`config.mk`:
```
export PLATFORM = sky130hd
export DESIGN_NAME = prog_loader
export DESIGN_NICKNAME = d
export VERILOG_FILES = /design/src/rtl/prog_loader_pkg.sv /design/src/rtl/prog_loader_csum.sv /design/src/rtl/prog_loader.sv
export SDC_FILE = /design/constraint.sdc
export NUM_CORES = 1
export LEC_CHECK = 0
export CORE_MARGIN = 2
export CORE_UTILIZATION = 52
export DETAILED_ROUTE_END_ITERATION = 7
export GPL_TIMING_DRIVEN = 1
export PLACE_DENSITY = 0.83
export SLEW_MARGIN = 20
export SYNTH_ARGS = -nofsm -noshare
export SYNTH_HDL_FRONTEND = slang
export SYNTH_SLANG_ARGS = --single-unit
```
`constraint.sdc`:
```
create_clock -name clk -period 4.7 [get_ports clk]
set_input_delay 0.94 -clock clk [delete_from_list [all_inputs] [get_ports clk]]
set_output_delay 0.94 -clock clk [all_outputs]
set_load 0.005 [all_outputs]
```
`src/rtl/prog_loader_pkg.sv`:
```
// prog_loader_pkg: loader FSM states and memory geometry shared with the CPU core.
package prog_loader_pkg;
    localparam int MEM_DEPTH = 32;
    localparam int MEM_AW    = 5;
    localparam int MEM_DW    = 8;

    typedef enum logic [2:0] {IDLE, LEN, DATA, CSUM, DONE, ERR} state_e;
endpackage

```
`src/rtl/prog_loader_csum.sv`:
```
// prog_loader_csum: running XOR of payload bytes with clear, enable and compare.
module prog_loader_csum
    import prog_loader_pkg::*;
#(
    parameter int DW = MEM_DW
) (
    input  logic          clk,
    input  logic          rst_n,
    input  logic          clr,
    input  logic          en,
    input  logic [DW-1:0] din,
    input  logic [DW-1:0] cmp,
    output logic          match
);
    logic [DW-1:0] acc_q;

    always_ff @(posedge clk or posedge rst_n) begin
        if (rst_n)    acc_q <= '0;
        else if (clr) acc_q <= '0;
        else if (en)  acc_q <= acc_q ^ din;
    end

    assign match = acc_q == cmp;
endmodule

```
`src/rtl/prog_loader.sv`:
```
// prog_loader: framed byte-stream loader (length, payload, checksum) into CPU memory.
// Define PROG_CHECKSUM_EN to require and verify the trailing XOR checksum byte.
module prog_loader
    import prog_loader_pkg::*;
#(
    parameter int DEPTH     = MEM_DEPTH,
    parameter int AW        = MEM_AW,
    parameter int DW        = MEM_DW,
    parameter int BASE_ADDR = 0
) (
    input  logic          clk,
    input  logic          rst_n,
    input  logic          start,
    input  logic [DW-1:0] data_in,
    input  logic          data_valid,
    output logic          data_ready,
    output logic          mem_we,
    output logic [AW-1:0] mem_addr,
    output logic [DW-1:0] mem_wdata,
    output logic          cpu_hold,
    output logic          done,
    output logic          err,
    output logic [AW:0]   load_len
);
    state_e        state_q;
    logic [AW:0]   count_q, load_len_q;
    logic [AW-1:0] mem_addr_q;
    logic [DW-1:0] mem_wdata_q;
    logic          mem_we_q, cpu_hold_q, done_q, err_q;
    logic          xfer, last;

    // start masks ready so a pulse always wins over a coincident byte
    assign data_ready = (state_q == LEN || state_q == DATA || state_q == CSUM) && !start;
    assign xfer       = data_valid && data_ready;
    assign last       = (count_q + (AW+1)'(1)) == load_len_q;

`ifdef PROG_CHECKSUM_EN
    logic csum_ok;

    prog_loader_csum #(.DW(DW)) u_csum (
        .clk   (clk),
        .rst_n (rst_n),
        .clr   (start || (state_q == LEN && xfer)),
        .en    (state_q == DATA && xfer),
        .din   (data_in),
        .cmp   (data_in),
        .match (csum_ok)
    );
`endif

    always_ff @(posedge clk or posedge rst_n) begin
        if (rst_n) begin
            state_q     <= IDLE;
            count_q     <= '0;
            load_len_q  <= '0;
            mem_we_q    <= 1'b0;
            mem_addr_q  <= '0;
            mem_wdata_q <= '0;
            cpu_hold_q  <= 1'b1;
            done_q      <= 1'b0;
            err_q       <= 1'b0;
        end else begin
            mem_we_q <= 1'b0;
            if (start) begin
                state_q    <= LEN;
                count_q    <= '0;
                cpu_hold_q <= 1'b1;
                done_q     <= 1'b0;
                err_q      <= 1'b0;
            end else if (xfer) begin
                case (state_q)
                    LEN: begin
                        if (data_in == '0 || int'(data_in) > DEPTH) begin
                            state_q <= ERR;
                            err_q   <= 1'b1;
                        end else begin
                            state_q    <= DATA;
                            load_len_q <= (AW+1)'(data_in);
                            count_q    <= '0;
                        end
                    end
                    DATA: begin
                        mem_we_q    <= 1'b1;
                        mem_addr_q  <= AW'((BASE_ADDR + int'(count_q)) % DEPTH);
                        mem_wdata_q <= data_in;
                        count_q     <= count_q + (AW+1)'(1);
                        if (last) begin
`ifdef PROG_CHECKSUM_EN
                            state_q <= CSUM;
`else
                            state_q    <= DONE;
                            done_q     <= 1'b1;
                            cpu_hold_q <= 1'b0;
`endif
                        end
                    end
`ifdef PROG_CHECKSUM_EN
                    CSUM: begin
                        if (csum_ok) begin
                            state_q    <= DONE;
                            done_q     <= 1'b1;
                            cpu_hold_q <= 1'b0;
                        end else begin
                            state_q <= ERR;
                            err_q   <= 1'b1;
                        end
                    end
`endif
                    default: ;
                endcase
            end
        end
    end

    assign mem_we    = mem_we_q;
    assign mem_addr  = mem_addr_q;
    assign mem_wdata = mem_wdata_q;
    assign cpu_hold  = cpu_hold_q;
    assign done      = done_q;
    assign err       = err_q;
    assign load_len  = load_len_q;
endmodule

```
==> flow_summary.ini, run 1 <==
[routing]
via_per_inst = 5.33
vias = 1204
wl_mm = 3.26
drcViolationCount = 0
ant_nets = 0
drtIter0Drc = 29
wl_per_cell_um = 14.4
drtPass1Iterations = 4

[grt]
grtUsageTotal = 0.217
grt_pass1_vias = 1191
grt_max_degree = 33
grt_first_pass_wirelength_mm = 5.38
grt_overflow = 0
antenna_found_initial = 0

[critical_path]
cp.required_ns = 3.76
reg2reg_from = state_q[2]$_DFFE_PP0P_
rr_worst_depth = 5
r2r_end = state_q[2]$_DFFE_PP0P_
startpoint_type = input port
critPathMaxFanout = 16
reg2reg_setup_slack_ns = 2.47
startpoint = start
cp.arrival_ns = 2.45
crit_type = input port to primary output
endpoint_kind = primary output

[sta]
slew_violations = 0
worst_slew_pin_slew_ns = 0.647
max_freq_ghz = 0.295
rsz0062_at_grt = false
fin_crit_ns = 3.39
period_share = 0.722
setup_slack_ns = 1.31
setup_tns_ns = 0
setup_violations = 0
worst_clock_skew_ns = 0.0117
slew_headroom = 0.567
hold_viol = 0

[place]
dp_slack_ns = 1.29
io_buffers = 35
placed_cell_area_um2 = 1900
hpwl_mm = 2.34
post-place-cells = 218
routabilityCongestion = 0.870

[cts]
clk_pin_slew_ns = 0.09
cts_buffer_depth = 2
cts_tree = done
cts_sinks = 32
htree_levels = 2
numCtsBuffers = 5
cts_setup_buffers = 0
holdBufCountCts = 0
root_buffer = clkbuf_4
worstSkewPairLatency_ns = 0.34
cts_resized = 0

[yosys]
synthCells = 154
syn_nets = 167
synth_warnings = 0
async_reset_ff_frac = 1.00
ys.flop_type = dfrtp_1
syn_avg_cell_area_um2 = 9.79
synth.distinct_cells = 34
yosysSeqAreaShare = 0.532
synth-seq-cells = 32
synth_edf_count = 0
synthesis.area_um2 = 1510

[worst_hold_path]
hold_path_class = flip-flop to flip-flop
worstHoldStart = mem_wdata[0]$_DFFE_PP0P_
hold_end = mem_wdata[0]$_DFFE_PP0P_
min_path_cells = 2

[finish]
area_growth_pct = 30.0
fin_nets = 207
drive_above_1_share = 0.103
fin_cells = 226
design_area_um2 = 1960
num_antenna_cells = 0

[power]
ir_worst_vdd_mv = 0.296
power_density_nw_per_um2 = 305
leakagePower_nw = 0.884

[die]
start_util = 0.547
dieArea_um2 = 3350
fp.coreArea_um2 = 2760
row_count = 19
io_pins = 36
die_h_um = 57.8
die_width_um = 57.8

[status]
outcome = complete, no violations

[flow_run]
cap_violations = 0
==> kinds of logic after synthesis <==
| group | after synthesis | share of synthesized area |
|---|---|---|
| muxes | 6 | 0.0448 |
| xor gates and xnor gates | 9 | 0.0614 |
| DFF | 32 | 0.532 |
| adders and majority gates | 1 | 0.00830 |
| AOI/OAI and AO/OA | 21 | 0.0896 |
| buffers and inverters | 8 | 0.0199 |
| and+or+nand+nor | 77 | 0.244 |
==> layout make-up <==
class                           count  area [um^2]
Timing Repair Buffer               37          365
Tap cell                           31         38.8
Fill cell                         222          798
Sequential cell                    32          802
Clock buffer                        7         55.1
Clock inverter                      1         7.51
Inverter                            4         15.0
Multi-Input combinational cell    114          676
==> report_power, final <==
part / total, mW / leakage, nW / switching, mW / internal, mW
sequential: 0.312 / 0.428 / 0.0188 / 0.294
combinational: 0.116 / 0.425 / 0.0448 / 0.0709
clock: 0.169 / 0.0315 / 0.0955 / 0.0731
total: 0.597 / 0.884 / 0.159 / 0.438
==> registers in the layout, summed over array words and instances (netlist names) <==
name / count
mem_wdata: 8
mem_addr: 5
state_q: 3
err: 1
mem_we: 1
load_len: 6
done: 1
cpu_hold: 1
count_q: 6
==> routing by layer <==
metal / GRT usage / up-vias / part of all wire
met2: 0.344 / 34 / 0.50
met1: 0.265 / 570 / 0.43
met5: 0 / - / 0
li1: - / 591 / -
met3: 0.0781 / 9 / 0.057
met4: 0.103 / 0 / 0.019
==> critical path: stages <==
cell             delay [ns]
clkdlybuf4s50_1        0.68
nor3_1                 0.30
clkdlybuf4s50_1        0.53
==> stage by stage <==
step / hold WS, ns / total power [mW] / utilization
after global routing: 0.504 / 0.624 / 0.711
final: 0.485 / 0.597 / 0.711
after global placement: 0.461 / 0.431 / 0.688
after detailed placement: 0.462 / 0.434 / 0.688
after floorplan: 0.470 / 0.372 / -
after CTS: 0.489 / 0.602 / 0.711
==> worst max-delay path by stage <==
stage	end	slack [ns]	cells past startpoint
2_1_floorplan	load_len[0]$_DFFE_PP0P_	2.17	5
3_3_place_gp	data_ready	1.36	3
3_5_place_dp	cpu_hold$_DFFE_PP1P_	1.29	6
4_1_cts	data_ready	1.30	3
5_1_grt	data_ready	1.20	3
6_report	data_ready	1.31	3
==> placed cells by master, fill, tap and decap left out, types with 2 or more instances in the layout <==
cell and count:
nand2_1 45, clkdlybuf4s50_1 35, dfrtp_1 31, nor2_1 7
o21ai_0 7, mux2_2 6, xnor2_1 6, clkbuf_4 5
nor2b_1 4, a21oi_1 4, nand2b_1 4, nor3b_1 3
and2_1 3, nand3_1 3, inv_1 3, or3_1 2
xor2_1 2, o22ai_1 2, a21o_1 2, buf_4 2
==> synth_stat cells (2+ instances only) <==
library cell	count	share of area
nand2_1	45	0.11
dfrtp_1	31	0.51
nor2_1	7	0.017
o21ai_0	7	0.023
mux2_2	6	0.045
xnor2_1	6	0.035
a21oi_1	4	0.013
clkbuf_1	4	0.010
nand2b_1	4	0.017
nor2b_1	4	0.017
and2_1	3	0.012
inv_1	3	0.0075
nand3_1	3	0.010
nor3b_1	3	0.015
a21o_1	2	0.010
o22ai_1	2	0.0083
or3_1	2	0.0083
xor2_1	2	0.012
Power figures use the tool's default switching activity.
==> inputs of run 2 (changes only) <==
--- a/config.mk
+++ b/config.mk
@@ -6,10 +6,10 @@
 export NUM_CORES = 1
 export LEC_CHECK = 0
 export CORE_MARGIN = 2
-export CORE_UTILIZATION = 52
+export CORE_UTILIZATION = 44
 export DETAILED_ROUTE_END_ITERATION = 7
 export GPL_TIMING_DRIVEN = 1
-export PLACE_DENSITY = 0.83
+export PLACE_DENSITY = 0.75
 export SLEW_MARGIN = 20
 export SYNTH_ARGS = -nofsm -noshare
 export SYNTH_HDL_FRONTEND = slang
==> constraint.sdc (replaced) <==
create_clock -name clk -period 2.9 [get_ports clk]
set_input_delay 0.58 -clock clk [delete_from_list [all_inputs] [get_ports clk]]
set_output_delay 0.58 -clock clk [all_outputs]
set_load 0.005 [all_outputs]
==> run 2 against run 1 <==
Against the previous run:
- setup slack got worse by 0.77 ns
- clock-buffer cell count grew 1
- hold slack got worse by 0.0039 ns
- sequential share of layout area shrank 0.62 points
- via count grew 1.2%
- critical path type is now input port to flip-flop
- largest power group unchanged
==> flow_summary.ini, run 2 (synthesis gave the netlist of run 1 again) <==
[finish]
num_antenna_cells = 0
layout_commonest_cell = nand2_1
drive_above_1_share = 0.107
area_growth_pct = 32.0
final_cell_mix = nand2_1 (45), clkdlybuf4s50_1 (35), dfrtp_1 (31), nor2_1 (7), o21ai_0 (7)
fillerInstances = 301
largest_reg_flops = 8
fin_nets = 209
design_area_um2 = 1990

[place]
dp_slack_ns = 0.202
placed_cell_area_um2 = 1930
routabilityCongestion = 0.841
io_buffers = 35
hpwl_mm = 2.59

[cts]
cts_resized = 0
holdBufCountCts = 0
numCtsBuffers = 5
cts_setup_buffers = 0
root_buffer = clkbuf_4
cts_buffer_depth = 2
cts_sinks = 32
clk_pin_slew_ns = 0.10
htree_levels = 2
cts_tree = done
worstSkewPairLatency_ns = 0.33

[die]
die_h_um = 62.5
io_pins = 36
row_count = 21
start_util = 0.455
die_width_um = 62.5
fp.coreArea_um2 = 3310
dieArea_um2 = 3910

[critical_path]
cp.required_ns = 3.11
reg2reg_setup_slack_ns = 0.93
critPathMaxFanout = 6
startpoint_type = input port
crit_type = input port to flip-flop
cp.arrival_ns = 2.57
endpoint_kind = flip-flop

[sta]
rsz0062_at_grt = false
slew_violations = 0
fin_crit_ns = 2.36
setup_slack_ns = 0.543
worst_slew_pin_slew_ns = 0.693
slew_headroom = 0.537
period_share = 0.813
hold_viol = 0
max_freq_ghz = 0.424
worst_clock_skew_ns = 0.0137
whs_ns = 0.481
setup_violations = 0
setup_tns_ns = 0

[grt]
grt_max_degree = 19
grt_pass1_vias = 1307
antenna_found_initial = 0
grt_first_pass_wirelength_mm = 6.14
grtUsageTotal = 0.200
grt_overflow = 0

[power]
power_density_nw_per_um2 = 484
leakagePower_nw = 0.894
ir_worst_vdd_mv = 0.287

[routing]
ant_nets = 0
via_per_inst = 5.02
wl_per_cell_um = 14.1
wl_mm = 3.44
drtPass1Iterations = 4
vias = 1219
drtIter0Drc = 37
drcViolationCount = 0

[worst_hold_path]
hold_path_class = flip-flop to flip-flop

[flow_run]
cap_violations = 0

[status]
outcome = complete, no violations
## run 2: changes by cell type in the layout (fill, tap and decap cells not counted), sizes merged
cell	before	now
buf	2	4
clkbuf	7	8
clkinvlp	1	0
## run 2: final timing paths
check	cells past startpoint	end	from
min in group asynchronous	2	mem_addr[0]$_DFFE_PP0P_	rst_n
hold / removal	2	mem_addr[1]$_DFFE_PP0P_	mem_addr[1]$_DFFE_PP0P_
setup reg to reg	6	state_q[1]$_DFFE_PP0P_	count_q[0]$_DFFE_PP0P_
max in group asynchronous	3	mem_wdata[0]$_DFFE_PP0P_	rst_n
setup / recovery	6	load_len[0]$_DFFE_PP0P_	data_in[0]
hold reg to reg	2	mem_addr[1]$_DFFE_PP0P_	mem_addr[1]$_DFFE_PP0P_
## run 2: per-layer routing
metal / global-route usage / routed length, um / vias to the layer above / part of all wire
li1: - / - / 596 / -
met3: 0.0595 / 251 / 7 / 0.073
met1: 0.255 / 1500 / 579 / 0.44
met5: 0 / 0 / - / 0
met2: 0.323 / 1640 / 37 / 0.48
met4: 0.0722 / 52 / 0 / 0.015
## run 2: layout make-up
class                           count  area [um^2]  share of cell area
Sequential cell                    32          802               0.403
Multi-Input combinational cell    114          676               0.340
Timing Repair Buffer               39          380               0.191
Clock buffer                        8         58.8              0.0296
Tap cell                           46         57.6              0.0289
Inverter                            4         15.0             0.00755
## run 2: critical path, stage by stage
cell and delay, ns:
clkdlybuf4s50_1 0.44, or4_1 0.54, or3_1 0.34, and3_4 0.20, nand3_4 0.12, mux2_2 0.34
## run 2: report_power, final
group	switching [mW]	total (mW)	internal [mW]	leakage [nW]
logic	0.0738	0.190	0.116	0.434
clock network	0.148	0.267	0.120	0.0326
registers	0.0308	0.507	0.476	0.428
## run 2: stage by stage
stage / utilization / power (mW) / cells
floorplan: - / 0.603 / 154
global placement: 0.583 / 0.700 / 235
detailed placement: 0.583 / 0.706 / 235
CTS: 0.601 / 0.978 / 243
global route: 0.601 / 1.01 / 243
finish: 0.601 / 0.963 / 243
==> inputs of run 3 (changes only) <==
==> constraint.sdc (replaced) <==
create_clock -name clk -period 1.9 [get_ports clk]
set_input_delay 0.38 -clock clk [delete_from_list [all_inputs] [get_ports clk]]
set_output_delay 0.38 -clock clk [all_outputs]
set_load 0.005 [all_outputs]
==> run 3 against run 2 <==
Against the previous run:
- sequential cell count unchanged
- via count rose by 5.4%
- routed wire length decreased by 1.3%
- sequential power increased by 53%
- die area is the same
- global-route usage decreased by 0.89 points
- clock skew fell by 0.011 ns
- clock power up 31%
- hold slack lost 0.078 ns
- critical endpoint is now load_len[2]$_DFFE_PP0P_
- non-clock buffer count rose by 12
==> flow_summary.ini, run 3 (synthesis gave the netlist of run 1 again) <==
[power]
p_sw_uw = 387
p_comb_frac = 0.228
ir_worst_vdd_mv = 0.362
p_sw_frac = 0.265
leakagePower_nw = 0.987
internal_power_mw = 1.07
p_seq_frac = 0.532
power_frac_clock = 0.240
power_density_nw_per_um2 = 693

[finish]
layout_commonest_cell = nand2_1
num_antenna_cells = 0
largest_reg_flops = 8
fin_cells = 254
area_growth_pct = 39.8
multi_input_area_um2 = 718
drive_above_1_share = 0.183
design_area_um2 = 2110
final_cell_mix = nand2_1 (45), dfrtp_1 (30), clkdlybuf4s50_1 (30), buf_4 (16)
regArea_um2 = 803
fin_nets = 221
fillerInstances = 296

[routing]
drcViolationCount = 0
met1_length_mm = 1.54
wl_mm = 3.39
wl_per_cell_um = 13.3
wl_met2_mm = 1.60
via_per_inst = 5.06
dr_wl_met3_um = 190
vias = 1285
ant_nets = 0
drtIter0Drc = 35
maxUsedRoutingLayer = met4
drtPass1Iterations = 5

[die]
die_h_um = 62.5
start_util = 0.455
row_count = 21
fp.coreArea_um2 = 3310
io_pins = 36
dieArea_um2 = 3910
die_width_um = 62.5

[critical_path]
cp.arrival_ns = 2.11
critPathMaxFanout = 6
slowest_stage = or4_4
critPathMaxStageDelay_ns = 0.52
reg2reg_setup_slack_ns = 0.19
rr_worst_depth = 7
startpoint_type = input port
crit_chain = dlygate4sd2_1 > or4_4 > or3_4 > and3_4 > nand3_4 > mux2_4
reg2reg_from = state_q[2]$_DFFE_PP0P_
startpoint = data_in[2]
r2r_end = count_q[2]$_DFFE_PP0P_
cp.required_ns = 2.12
endpoint_kind = flip-flop
crit_type = input port to flip-flop

[grt]
grt_max_degree = 33
grt_overflow = 0
grt_pass1_vias = 1306
grt_first_pass_wirelength_mm = 5.76
antenna_found_initial = 0
grtUsageTotal = 0.191

[cts]
cts_buffer_depth = 2
htree_levels = 2
root_buffer = clkbuf_4
cts_sinks = 32
clk_pin_slew_ns = 0.09
cts_tree = done
numCtsBuffers = 5
holdBufCountCts = 0
worstSkewPairLatency_ns = 0.33

[sta]
fin_crit_ns = 1.88
period_share = 0.991
rsz0062_at_grt = false
worst_slew_pin_slew_ns = 0.393
setup_violations = 0
max_freq_ghz = 0.531
hold_viol = 0
slew_headroom = 0.738
setup_slack_ns = 0.0173
slew_violations = 0
worst_clock_skew_ns = 0.00295

[place]
placed_cell_area_um2 = 2020
io_buffers = 35
dp_slack_ns = -0.585
routabilityCongestion = 0.808
hpwl_mm = 2.47
post-place-cells = 246

[status]
outcome = complete, no violations

[worst_hold_path]
worstHoldStart = data_in[1]
min_path_cells = 3
hold_end = mem_wdata[1]$_DFFE_PP0P_
hold_path_class = input port to flip-flop

[flow_run]
cap_violations = 0
==> run 3: cell count changes in the layout (fill, tap and decap cells not counted), moves of 2 or more <==
cell	delta
buf_4	+12
mux2_2	-6
mux2_4	+6
clkdlybuf4s50_1	-5
dlygate4sd2_1	+3
clkdlybuf4s15_1	+2
==> run 3: worst max-delay path by stage <==
stage | end | slack [ns] | depth (start not counted)
CTS | load_len[0]$_DFFE_PP0P_ | 0.02 | 6
finish | load_len[2]$_DFFE_PP0P_ | 0.02 | 6
detailed placement | load_len[2]$_DFFE_PP0P_ | -0.59 | 6
global route | load_len[5]$_DFFE_PP0P_ | 0.007 | 6
global placement | load_len[1]$_DFFE_PP0P_ | -0.53 | 6
floorplan | load_len[0]$_DFFE_PP0P_ | -0.06 | 5
==> run 3: per-layer routing <==
| layer | vias up | GRT usage |
|---|---|---|
| li1 | 621 | - |
| met1 | 618 | 0.233 |
| met2 | 38 | 0.309 |
| met3 | 8 | 0.0595 |
| met4 | 0 | 0.0889 |
| met5 | - | 0 |
==> run 3: critical path: cells and delay by family <==
kind | cells | cell delay [ns]
buffers and inverters | 1 | 0.24
AND/OR/NAND/NOR | 4 | 1.17
multiplexers | 1 | 0.31
==> run 3: power by group through the flow <==
stage | clock [mW] | sequential (mW) | combinational, mW
2_1_floorplan | 0 | 0.779 | 0.142
3_3_place_gp | 0 | 0.786 | 0.300
3_5_place_dp | 0 | 0.788 | 0.306
4_1_cts | 0.367 | 0.777 | 0.326
5_1_grt | 0.390 | 0.783 | 0.358
6_report | 0.351 | 0.777 | 0.333
==> run 3: area by class of cell <==
class                   instances  share of cell area
well taps                      46              0.0273
clock buffers                   6              0.0196
repair buffers                 51               0.221
inverters                       4             0.00713
clock inverters                 1             0.00238
flip-flops and latches         32               0.381
multi-input cells             114               0.341
==> run 3: what timing repair did <==
item | CTS | global route
buffers inserted | 1 | 0
pin swaps | 3 | 2
gates resized for setup | 14 | 3
endpoints found under the setup margin | 14 | 10
==> run 3: stage by stage <==
stage          power (mW)  utilization  hold slack (ns)  TNS [ns]
3_5_place_dp         1.09        0.609            0.462     -7.52
4_1_cts              1.47        0.633            0.396         0
3_3_place_gp         1.09        0.609            0.458     -6.68
2_1_floorplan       0.921            -            0.470    -0.363
6_report             1.46        0.636            0.403         0
5_1_grt              1.53        0.636            0.406         0
